<file path="src/rtl/fan_ctrl_core.sv">
// Fan controller core: N-level speed, timer presets, breeze gusting, proximity
// auto-pause with hysteresis, and a soft-ramped registered PWM output.
module fan_ctrl_core #(
  parameter int unsigned CLK_HZ       = 100_000_000,
  parameter int unsigned PWM_BITS     = 8,
  parameter int unsigned SPEED_LEVELS = 4,
  parameter int unsigned TIMER_STEPS  = 4,
  parameter int unsigned TIMER_STEP_S = 60,
  parameter int unsigned RAMP_DIV     = 1024,
  parameter int unsigned BREEZE_S     = 3,
  parameter int unsigned NEAR_CM      = 20,
  parameter int unsigned HYST_CM      = 5
) (
  input  logic                            clk,
  input  logic                            reset_p,
  input  logic                            btn_speed,
  input  logic                            btn_timer,
  input  logic                            btn_mode,
  input  logic [11:0]                     distance,
  input  logic                            distance_valid,
  output logic                            motor_pwm,
  output logic [PWM_BITS-1:0]             duty,
  output logic [$clog2(SPEED_LEVELS)-1:0] speed_level,
  output logic [$clog2(TIMER_STEPS)-1:0]  timer_sel,
  output logic [15:0]                     remain_s,
  output logic                            breeze,
  output logic                            paused,
  output logic                            timer_done
);

  localparam int unsigned MAXD = (1 << PWM_BITS) - 1;
  localparam int unsigned LW   = $clog2(SPEED_LEVELS);
  localparam int unsigned TW   = $clog2(TIMER_STEPS);
  localparam int unsigned PW   = $clog2(CLK_HZ + 1);
  localparam int unsigned RW   = $clog2(RAMP_DIV + 1);
  localparam int unsigned BW   = $clog2(BREEZE_S + 1);

  typedef enum logic {ST_RUN = 1'b0, ST_PAUSE = 1'b1} prox_state_t;

  prox_state_t         state, state_next;
  logic [PW-1:0]       presc;
  logic                tick;
  logic [RW-1:0]       rdiv;
  logic                ramp_step;
  logic [PWM_BITS-1:0] pwm_cnt;
  logic [PWM_BITS-1:0] level_duty;
  logic [PWM_BITS-1:0] target;
  logic [BW-1:0]       bcnt;
  logic                phase_hi;
  logic [TW-1:0]       sel_next;
  logic                count_en;
  logic                expire;

  assign tick      = (presc == PW'(CLK_HZ - 1));
  assign ramp_step = (rdiv == RW'(RAMP_DIV - 1));
  assign sel_next  = (timer_sel == TW'(TIMER_STEPS - 1)) ? '0 : timer_sel + TW'(1);
  assign count_en  = tick && (remain_s != '0) && (speed_level != '0) && !paused;
  assign expire    = count_en && (remain_s == 16'd1);

  // Product is formed at 32 bits before the divide so no precision is lost.
  always_comb begin
    level_duty = PWM_BITS'((32'(speed_level) * 32'(MAXD)) / 32'(SPEED_LEVELS - 1));
    target     = '0;
    if (speed_level != '0 && !paused) begin
      if (breeze && !phase_hi) target = level_duty >> 1;
      else                     target = level_duty;
    end
  end

  always_ff @(posedge clk) begin
    if (reset_p)                presc <= '0;
    else if (btn_timer || tick) presc <= '0;
    else                        presc <= presc + PW'(1);
  end

  // btn_timer overrides expiry entirely; expiry overrides btn_speed.
  always_ff @(posedge clk) begin
    if (reset_p) begin
      speed_level <= '0;
      timer_sel   <= '0;
      remain_s    <= '0;
      timer_done  <= 1'b0;
    end else begin
      timer_done <= 1'b0;
      if (btn_speed)
        speed_level <= (speed_level == LW'(SPEED_LEVELS - 1)) ? '0 : speed_level + LW'(1);
      if (btn_timer) begin
        timer_sel <= sel_next;
        remain_s  <= 16'(32'(sel_next) * 32'(TIMER_STEP_S));
      end else if (count_en) begin
        remain_s <= remain_s - 16'd1;
        if (expire) begin
          speed_level <= '0;
          timer_sel   <= '0;
          timer_done  <= 1'b1;
        end
      end
    end
  end

  always_ff @(posedge clk) begin
    if (reset_p) begin
      breeze   <= 1'b0;
      phase_hi <= 1'b1;
      bcnt     <= '0;
    end else if (btn_mode) begin
      breeze   <= ~breeze;
      phase_hi <= 1'b1;
      bcnt     <= '0;
    end else if (tick && breeze && speed_level != '0) begin
      if (bcnt == BW'(BREEZE_S - 1)) begin
        bcnt     <= '0;
        phase_hi <= ~phase_hi;
      end else begin
        bcnt <= bcnt + BW'(1);
      end
    end
  end

  always_ff @(posedge clk) begin
    if (reset_p) begin
      rdiv <= '0;
      duty <= '0;
    end else begin
      rdiv <= ramp_step ? '0 : rdiv + RW'(1);
      if (ramp_step) begin
        if (duty < target)      duty <= duty + PWM_BITS'(1);
        else if (duty > target) duty <= duty - PWM_BITS'(1);
      end
    end
  end

  always_ff @(posedge clk) begin
    if (reset_p) begin
      pwm_cnt   <= '0;
      motor_pwm <= 1'b0;
    end else begin
      pwm_cnt   <= (pwm_cnt == PWM_BITS'(MAXD - 1)) ? '0 : pwm_cnt + PWM_BITS'(1);
      motor_pwm <= (pwm_cnt < duty);
    end
  end

  always_ff @(posedge clk) begin
    if (reset_p) state <= ST_RUN;
    else         state <= state_next;
  end

  always_comb begin
    state_next = state;
    if (distance_valid) begin
      case (state)
        ST_RUN:   if (distance < 12'(NEAR_CM))             state_next = ST_PAUSE;
        ST_PAUSE: if (distance >= 12'(NEAR_CM + HYST_CM))  state_next = ST_RUN;
        default:                                           state_next = ST_RUN;
      endcase
    end
  end

  always_comb begin
    paused = (state == ST_PAUSE);
  end

endmodule

</file>
<file path="config.mk">
export PLATFORM = sky130hd
export DESIGN_NAME = fan_ctrl_core
export DESIGN_NICKNAME = d
export VERILOG_FILES = /design/src/rtl/fan_ctrl_core.sv
export SDC_FILE = /design/constraint.sdc
export NUM_CORES = 1
export LEC_CHECK = 0
export ABC_AREA = 1
export BUFFER_PORTS_ARGS = -buffer_cell sky130_fd_sc_hd__buf_4
export CAP_MARGIN = 20
export CORE_MARGIN = 3
export CORE_UTILIZATION = 30
export CTS_CLUSTER_DIAMETER = 120
export DETAILED_ROUTE_END_ITERATION = 8
export RECOVER_POWER = 50
export SYNTH_ARGS = -nofsm -noshare
export SYNTH_HDL_FRONTEND = slang
export SYNTH_SLANG_ARGS = --single-unit
</file>
<file path="constraint.sdc">
create_clock -name clk -period 3.3 [get_ports clk]
set_input_delay 0.33 -clock clk [delete_from_list [all_inputs] [get_ports clk]]
set_output_delay 0.33 -clock clk [all_outputs]
set_load 0.02 [all_outputs]
</file>
==> qor.yml <==
flow_run:
  cap_violations: 0
drt:
  ant_nets: 0
  viasPerCell: 4.53
  drc: 0
  wl_per_cell_um: 11.7
  firstDrtPassIters: 4
  initialDrtViolationCount: 198
  routed_wl_um: 11700
  route.vias.total: 4547
floorplanning:
  start_util_pct: 30.9
  die_h_um: 134
  fp-row-count: 46
  die_w_um: 134
  ios: 50
  core_area_um2: 16000
  die_area_um2: 18100
setup_path:
  critPathCaptureType: "register"
  cp.arrival_ns: 3.31
  worstSetupPathType: "register to register"
  cp-start-kind: "register"
  cp.required_ns: 3.58
  rr_worst_depth: 19
  crit_fanout: 5
synth:
  synth_edf_count: 0
  syn_area_per_cell_um2: 6.86
  async_flop_share_pct: 0
  syn_nets: 773
  synth_top_area_cell: "dfxtp_1"
  synth_flop_cell: "dfxtp_1"
  yosysMostFrequentCell: "nand2_1"
  ys_seq_area_share_pct: 32.8
  synthCells: 721
  ys_types: 41
  netlist_area_um2: 4950
  synth_area_leaders: "dfxtp_1, nand2_1, ha_1"
  yosys_warnings: 0
  synth_commonest_cells: "nand2_1, nor2_1, inv_1"
  synth_top_cell_area_share_pct: 32.8
  ys_ff_latch: 81
power:
  ir_worst_vdd_mv: 0.236
  fin_total_pwr_uw: 2320
  p_leak_uw: 0.00230
  powerDensity_nw_per_um2: 396
timing:
  fin_crit_sh_pct: 91.8
  setup_ws_ns: 0.269
  tightestPinTransition_ns: 0.883
  setup_viol: 0
  hold_viol_final: 0
  maxSlewHeadroom_pct: 40.7
  max_freq_ghz: 0.330
  rsz0062_at_grt: "no"
  post-route-min-period_ns: 3.03
  maxSlewViolCount: 0
  finalClockSkew_ns: 0.00490
  setup_tns_ns: 0
placement:
  dp_hpwl_um: 8990
  numPortBuffers: 49
  dp_slack_ns: -0.0309
  gp_congestion: 0.878
global_routing:
  grt_pass1_wl_um: 19700
  grt_util_all_layers_pct: 13.3
  overflow: 0
  grt_max_degree: 25
  antenna_found_initial: 0
  grt_pass1_vias: 4200
clock_network:
  cts_tree: "done"
  clock-sinks: 81
  htreeDepth: 3
  worstSkewPairLatency_ns: 0.34
  clockBufferDepth: 2
  clockRootBuffer: "clkbuf_16"
  ctsHoldBuffers: 0
  numCtsBuffers: 9
  clk_pin_slew_ns: 0.06
layout:
  area_growth_pct: 18.5
  post-route-util_pct: 36.6
  drive_above_1_share_pct: 11.7
  nets: 835
  n_antenna_cell: 0
min_path:
  holdPathStages: 3
  holdCritPathClass: "input port to register"
outcome:
  status: "completed"
[report_power, final]
part	internal, uW	leakage, uW	switching (uW)
logic	146	0.00151	218
registers	997	0.000657	21.1
clock network	547	0.000139	390
total	1690	0.00230	629
[kinds of logic after synthesis]
kind of cell	Yosys count	synth area share (%)
buffers and inverters	109	8.60
AOI/OAI and AO/OA	74	8.27
xor gates and xnor gates	29	5.14
adders and majority gates	34	8.75
and+or+nand+nor	394	36.5
DFF	81	32.8
[cell usage in the layout, fill, tap and decap left out, drive strengths merged]
cell and n:
xnor2 14, nand2 156, nand3 48, o21ai 18
nor4 2, ha 33, a31o 1, dfxtp 81
buf 23, o21bai 2, o31ai 2, fa 1
a31oi 1, a21oi 46, clkbuf 46, and2 2
xor2 15, clkinv 5, nor3 34, nor3b 6
nand3b 3, a22o 1, inv 101, nand4 20
o31a 1, nor2 114, or2 10, a21o 2
[metrics by stage]
stage	area, um^2	hold slack [ns]	instances
4_1_cts	5870	0.227	1001
3_5_place_dp	5580	0.445	985
2_1_floorplan	4950	0.418	721
5_1_grt	5860	0.267	1004
6_report	5860	0.237	1004
3_3_place_gp	5580	0.440	985
[final timing paths]
kind	start	end	slack (ns)
max	speed_level[0]$_SDFF_PP0_	duty[6]$_SDFFE_PP0P_	0.27
min	btn_mode	phase_hi$_SDFFE_PP1P_	0.24
max reg2reg	speed_level[0]$_SDFF_PP0_	duty[6]$_SDFFE_PP0P_	0.27
min reg2reg	rdiv[0]$_SDFF_PP0_	rdiv[0]$_SDFF_PP0_	0.45
[state kept, by name, summed over array words and instances (netlist names)]
signal,flops
pwm_cnt,8
speed_level,2
phase_hi,1
timer_sel,2
bcnt,2
rdiv,11
paused,1
timer_done,1
duty,8
presc,27
remain_s,16
motor_pwm,1
breeze,1
[routing by layer]
layer  vias to the layer above  wire length (um)  GRT usage, %
met5                         -                 0             0
met4                         0               208          4.19
met3                        16               461          3.00
met2                        63              5230          21.6
met1                      2019              5830          17.7
li1                       2449                 -             -
[cell type report]
| class | count | area (um^2) |
|---|---|---|
| well taps | 216 | 270 |
| inverters | 103 | 388 |
| flip-flops and latches | 81 | 1620 |
| fillers | 1786 | 10100 |
| multi-input cells | 532 | 3010 |
| repair buffers | 56 | 297 |
| clock buffers | 13 | 260 |
| clock inverters | 3 | 15.0 |
[worst max-delay path: stages (launching register included)]
cell and delay (ns):
dfxtp_2 0.32, inv_1 0.05, ha_2 0.20, nor2_4 0.10, buf_4 0.12, nand3_2 0.08, o31a_1 0.16, ha_1 0.31
nand4_1 0.15, inv_1 0.11, nand2_2 0.09, nand2_2 0.18, inv_1 0.10, fa_1 0.42, inv_1 0.10, nand4_1 0.09
nand3_1 0.10, xor2_1 0.14, nor2_1 0.05, nor2_1 0.09
[what timing repair did]
item / CTS / global route
endpoints found under the setup margin: 1 / 5
cloned: 0 / 1
pin swaps: 0 / 10
buffers inserted: 0 / 2
resized for setup: 2 / 17
Note: power is estimated with default switching activity, not from simulation.
